===== config.mk =====
export PLATFORM = sky130hd
export DESIGN_NAME = masked_popcount_pipe
export DESIGN_NICKNAME = d
export VERILOG_FILES = /design/src/rtl/masked_popcount_pipe.sv
export SDC_FILE = /design/constraint.sdc
export NUM_CORES = 1
export LEC_CHECK = 0
export BUFFER_PORTS_ARGS = -buffer_cell sky130_fd_sc_hd__buf_2
export CAP_MARGIN = 20
export CORE_AREA = 5 5 155 157
export DETAILED_ROUTE_END_ITERATION = 10
export DIE_AREA = 0 0 160 162
export PLACE_DENSITY = 0.51
export RECOVER_POWER = 100
export SYNTH_ARGS = -nofsm -noshare
export SYNTH_HDL_FRONTEND = slang
export SYNTH_SLANG_ARGS = --single-unit
export TNS_END_PERCENT = 20

===== constraint.sdc =====
create_clock -name clk -period 15.36 [get_ports clk]
set_input_delay 1.536 -clock clk [delete_from_list [all_inputs] [get_ports clk]]
set_output_delay 1.536 -clock clk [all_outputs]
set_load 0.03 [all_outputs]

===== src/rtl/masked_popcount_pipe.sv =====
// Streaming masked popcount: each word is ANDed with PATTERN and its ones are counted
// CHUNK bits per pipeline stage; delivered counts feed a saturating running total.
module masked_popcount_pipe #(
    parameter int                  IN_WIDTH  = 32,
    parameter logic [IN_WIDTH-1:0] PATTERN   = {IN_WIDTH{1'b1}},
    parameter int                  CHUNK     = 8,
    parameter int                  ACC_WIDTH = 16,
    localparam int                 STAGES    = (IN_WIDTH + CHUNK - 1) / CHUNK,
    localparam int                 CNT_W     = $clog2(IN_WIDTH + 1)
) (
    input  logic                 clk,
    input  logic                 rst,
    input  logic                 in_valid,
    output logic                 in_ready,
    input  logic [IN_WIDTH-1:0]  in_data,
    input  logic                 clear,
    output logic                 out_valid,
    input  logic                 out_ready,
    output logic [CNT_W-1:0]     out_count,
    output logic [ACC_WIDTH-1:0] out_acc,
    output logic                 out_sat
);

    // Handshake: a word moves on a cycle where valid and ready are both high; the
    // whole pipeline shifts together whenever the last stage is empty or drained.

    localparam logic [ACC_WIDTH:0] ACC_MAX = {1'b0, {ACC_WIDTH{1'b1}}};

    logic [STAGES-1:0]   valid_q;
    logic [IN_WIDTH-1:0] word_q [STAGES];
    logic [CNT_W-1:0]    sum_q  [STAGES];
    logic                advance;
    logic [IN_WIDTH-1:0] masked_in;
    logic [ACC_WIDTH:0]  acc_sum;
    logic                xfer_out;

    // Bits beyond IN_WIDTH in a short final chunk simply never match k.
    function automatic logic [CNT_W-1:0] chunk_ones(input logic [IN_WIDTH-1:0] w, input int k);
        logic [CNT_W-1:0] c;
        c = '0;
        for (int i = 0; i < IN_WIDTH; i++) begin
            if (((i / CHUNK) == k) && w[i]) c = c + CNT_W'(1);
        end
        return c;
    endfunction

    assign advance   = !valid_q[STAGES-1] || out_ready;
    assign in_ready  = advance;
    assign masked_in = in_data & PATTERN;
    assign out_valid = valid_q[STAGES-1];
    assign out_count = sum_q[STAGES-1];
    assign xfer_out  = out_valid && out_ready;
    assign acc_sum   = {1'b0, out_acc} + (ACC_WIDTH + 1)'(out_count);

    always_ff @(posedge clk) begin
        if (rst) begin
            valid_q <= '0;
            for (int k = 0; k < STAGES; k++) begin
                word_q[k] <= '0;
                sum_q[k]  <= '0;
            end
        end else if (advance) begin
            valid_q[0] <= in_valid;
            word_q[0]  <= masked_in;
            sum_q[0]   <= chunk_ones(masked_in, 0);
            for (int k = 1; k < STAGES; k++) begin
                valid_q[k] <= valid_q[k-1];
                word_q[k]  <= word_q[k-1];
                sum_q[k]   <= sum_q[k-1] + chunk_ones(word_q[k-1], k);
            end
        end
    end

    // A clear coinciding with a delivery restarts the total from that word's count.
    always_ff @(posedge clk) begin
        if (rst) begin
            out_acc <= '0;
            out_sat <= 1'b0;
        end else if (clear) begin
            out_acc <= xfer_out ? ACC_WIDTH'(out_count) : '0;
            out_sat <= 1'b0;
        end else if (xfer_out) begin
            if (acc_sum >= ACC_MAX) begin
                out_acc <= ACC_MAX[ACC_WIDTH-1:0];
                out_sat <= 1'b1;
            end else begin
                out_acc <= acc_sum[ACC_WIDTH-1:0];
            end
        end
    end

endmodule


# ---- After elaboration in Yosys (flattened, before gate mapping)
# Memories as Yosys holds them, arrays and structs flattened.
# Index checks and enable logic that the tools add are counted.
dict set report totals {
  register_bits 21
  ram_bits 152
  inputBits 37
  out_inout_bits 25
  word_cells 165
  n_memories 2
}
# memory words word_bits rd rd_ports_with_merged_regs write_ports line
set memory_table {}
lappend memory_table {word_q 4 32 3 0 4 30} ;# logic [IN_WIDTH-1:0] word_q [STAGES];
lappend memory_table {sum_q 4 6 4 0 4 31} ;# logic [CNT_W-1:0] sum_q [STAGES];
dict set report classes {
  addsub 32
  order_cmp 1
  n_mux 113
  bitwise 8
  reduce_logical 6
}
# op n
set op_table {}
lappend op_table {{$mux W6} 97}
lappend op_table {{$add A6 B1 Y6 const B} 28}
lappend op_table {{$mux W32} 4}
lappend op_table {{$mux W16} 3}
lappend op_table {{$add A6 B6 Y6} 3}
lappend op_table {{$add A16 B6 Y17} 1}
lappend op_table {{$ge A17 B16 Y1 const B} 1}
lappend op_table {{$mux W1} 9}
lappend op_table {{$or A1 B1 Y1} 8}
lappend op_table {{$reduce_and A2 Y1} 1}
lappend op_table {{$reduce_bool A2 Y1} 1}
lappend op_table {{$reduce_or A2 Y1} 1}
lappend op_table {{$logic_and A1 B1 Y1} 1}
lappend op_table {{$logic_not A1 Y1} 1}
lappend op_table {{$logic_or A1 B1 Y1} 1}

# ---- Depth between registers and ports, before layout
dict set report depth {
  depth_word 34
  ltp_mapped 25
  mapped_depth_nobuf 25
}

# ---- Worst setup path after synthesis
# No wires, ideal clock.
dict set report synth_timing {
  path_type {in2reg}
  startpoint {input in_data[0]}
  endpoint {memory sum_q[0][4] (netlist bit) (data pin)}
  setup_time_ns 0.146
  t_arrival_ns 5.091
  required_time_ns 15.214
  slack_ns 10.123
  path_stages 19
  n_path_buf 0
  cell_sequence {inv_1 -> ha_1 -> xor2_2 -> ha_1 -> nand2_1 -> o21ai_0 -> ha_1 -> nand2_1 -> o21ai_0 -> or2_2 -> ha_1 -> nand2b_1 -> o31a_2 -> ha_1 -> mux2_2 -> ha_1 -> nand2_1 -> or4_1 -> a21oi_1}
}
# item line
set synth_rtl {}
lappend synth_rtl {{start, declared} 15} ;# input logic [IN_WIDTH-1:0] in_data,
lappend synth_rtl {{end, declared} 31}

==> impl_metrics.toml <==
[routing]
drtAntennaViolNets = 0
drc = 0
vias = 4605
drt_wl_total_um = 12400
wl_per_cell_um = 12.5
vias_per_cell = 4.66
first_iter_violations = 196
drt_first_pass_iters = 6

[sta]
finalCritPeriodShare = 0.357
tightest_slew_ns = 3.44
finalSetupViolCount = 0
fin_crit_ns = 5.48
fmax_mhz = 182
hold_viol_final = 0
slew_violations = 121
slew_headroom = -1.29
rsz0062_at_grt = "no"
finClkSkew_ns = 0.0117
fin_setup_tns_ns = 0

[setup_path]
startpoint_type = "flop"
cp.required_ns = 15.45
critPathKind = "reg2reg"
cp.arrival_ns = 5.57
crit_path_max_incr_delay_ns = 0.46
cp_slowest_cell = "xnor2_1"
crit_path_frequent_cell = "ha_1"
path_max_fanout = 5
cp_cell_sequence = "inv_1 > ha_1 > xnor2_1 > inv_1 > ha_1 > xnor2_1 > nand2_1 > o211ai_1 > o21ai_0 > ha_1 > nor2b_1 > nor3_1 > ha_1 > mux2_1 > ha_1 > mux2_1 > ha_1 > a21o_1 > a21o_1 > a21o_1 > a21oi_1 > xor2_1 > nor2_1"
critPathCaptureType = "flop"
rrSetupSlack_ns = 9.88

[placement]
dp_hpwl_um = 8970
placement.io_buffers = 61
gp_congestion = 0.776
placed_cells = 972

[global_route]
grtUsageMet2 = 0.168
grtUsageTotal = 0.0975
use_met1 = 0.122
grt_pass1_wl_um = 21200
grt_use_met3 = 0.0206
grt_pass1_vias = 4512
grt_max_degree = 73
overflow = 0
antenna_found_initial = 0
grt_most_used_layer = "met2"

[finish]
diodes = 0
multiInputGateArea_mm2 = 0.00375
instances_no_fill = 989
fillerInstances = 2295
final_nets = 793
drive_above_1_share = 0.0838
regArea_mm2 = 0.00258
area_growth_pct = 11.3

[yosys]
ys_types = 67
synth_top_area_cell = "edfxtp_1"
synth_fp_nets = 751
syn-cell-area_mm2 = 0.00661
syn_area_per_cell_um2 = 10.1
seq_area_frac_synth = 0.390
ys_top_cells_by_area = "edfxtp_1, ha_1, dfxtp_1, and2_1, xnor2_1"
async_flop_share = 0
yosys_register_bits = 93
synth_top_area_frac = 0.327
yosysWarningCount = 0
synth_ff_type = "edfxtp_1"
syn_inst = 657
synth_edf_count = 72

[floorplan]
die_area_mm2 = 0.0259
io_pins = 62
rows = 55
initial_core_util = 0.296
core_area_mm2 = 0.0224
die_w_um = 160
dieHeight_um = 162

[clocking]
cts_tree = "built"
cts.sinks = 93
cts_buffers = 9
post_cts_buffers = 0
ctsRootBufferMaster = "clkbuf_16"
clock_path_buffers = 2
htreeDepth = 3
clk_latency_ns = 0.35
clk_pin_slew_worst_paths_ns = 0.07
cts_hold_buf = 0
cts_resized = 0

[status]
status = "finished, violations left"
violations = "max-capacitance violations, max-slew violations"

[power]
cellPowerDensity_mw_per_mm2 = 95.9
vdd_drop_max_mv = 0.0416
p_leak_uw = 0.00310

[hold_path]
hp-class = "reg2reg"

[flow_run]
cap_viol_max_count = 2
[cells by family after synthesis]
group                    share of synthesized area
AO/OA/AOI/OAI                                0.107
XOR/XNOR                                     0.126
adder cells (fa/ha/maj)                      0.114
buffers and inverters                       0.0409
flip-flops                                   0.390
multiplexers                                0.0301
other                                     0.000567
AND/OR/NAND/NOR                              0.191
[state kept, by name, summed over array words and instances (netlist names)]
signal   count
word_q      48
sum_q       24
out_acc     16
valid_q      4
out_sat      1
[cells in the final DEF (no fill, tap or decap), types with 7 or more instances in the layout]
| master | count |
|---|---|
| edfxtp_1 | 72 |
| ha_1 | 53 |
| nand2_1 | 45 |
| xnor2_1 | 43 |
| nor2_1 | 42 |
| buf_2 | 35 |
| inv_1 | 31 |
| and2_1 | 30 |
| and2_0 | 29 |
| clkbuf_1 | 29 |
| xor2_1 | 27 |
| a21oi_1 | 27 |
| dfxtp_1 | 21 |
| o21ai_0 | 20 |
| nand3_1 | 20 |
| nor3_1 | 13 |
| nor2b_1 | 12 |
| nand4_1 | 12 |
| mux2i_1 | 12 |
| a21o_1 | 12 |
| a31oi_1 | 9 |
| clkbuf_16 | 9 |
| mux2_1 | 7 |
| and3_1 | 7 |
[area by class of cell]
class	count	area share
multi-input combinational	502	0.509
sequential	93	0.351
tap	285	0.0485
timing repair buffer	63	0.0381
clock buffer	12	0.0349
inverter	30	0.0153
clock inverter	4	0.00323
[synth_stat cells, types with 3 or more instances]
| master | number |
|---|---|
| a21oi_1 | 27 |
| nor3_1 | 13 |
| clkbuf_1 | 17 |
| or2_2 | 4 |
| a31oi_1 | 9 |
| nor2b_1 | 12 |
| o2bb2ai_1 | 3 |
| mux2i_1 | 12 |
| a21o_1 | 12 |
| nand2b_1 | 6 |
| mux2_2 | 7 |
| buf_4 | 8 |
| dfxtp_1 | 21 |
| xor2_1 | 26 |
| nand3_1 | 20 |
| and2_1 | 59 |
| buf_2 | 6 |
| and3_1 | 7 |
| nor3b_1 | 6 |
| nand2_1 | 45 |
| o31ai_1 | 4 |
| xnor2_1 | 42 |
| nor2_1 | 42 |
| edfxtp_1 | 72 |
| ha_1 | 53 |
| a211oi_1 | 5 |
| nor4b_1 | 3 |
| o21ai_0 | 20 |
| xnor3_1 | 6 |
| fa_1 | 4 |
| inv_1 | 30 |
| nand4_1 | 12 |
[where the power goes]
part | total, uW | switching [uW] | leakage, uW | internal (uW)
combinational | 178 | 96.2 | 0.00194 | 81.7
clock | 213 | 95.1 | 0.000144 | 118
sequential | 314 | 16.3 | 0.00102 | 298
total | 706 | 208 | 0.00310 | 498
[final timing paths]
| kind | from | endpoint | cells past startpoint |
|---|---|---|---|
| max | word_q[0][48] | sum_q[0][17] | 23 |
| min | out_sat | out_sat | 2 |
| max reg2reg | word_q[0][48] | sum_q[0][17] | 23 |
| min reg2reg | out_sat | out_sat | 2 |
[metrics by stage]
stage                     power [uW]  setup WS, ns  hold slack (ns)  instance area, um^2  utilization
after floorplan                  469         10.12            0.440                 6610            -
after global placement           499          9.87            0.457                 7140        0.319
after detailed placement         503          9.78            0.460                 7140        0.319
after CTS                        722         10.04            0.472                 7420        0.332
after global routing             756          9.40            0.503                 7360        0.329
final                            706          9.88            0.466                 7360        0.329
[layer usage]
metal / vias to the layer above / share of wire / wire length (um)
met4: 0 / 0.015 / 181
met2: 57 / 0.48 / 5910
met5: - / 0 / 0
met3: 13 / 0.028 / 352
li1: 2413 / - / -
met1: 2122 / 0.48 / 5950
[worst max-delay path, delay by kind of cell, from the launching register on]
kind,cells,cell delay (ns)
multiplexers,2,0.70
buffers and inverters,2,0.17
flip-flops,1,0.38
AO/OA/AOI/OAI,6,0.91
adder cells (fa/ha/maj),6,1.88
AND/OR/NAND/NOR,4,0.41
XOR/XNOR,3,0.78
No activity file was read; power rests on OpenSTA's default activity.
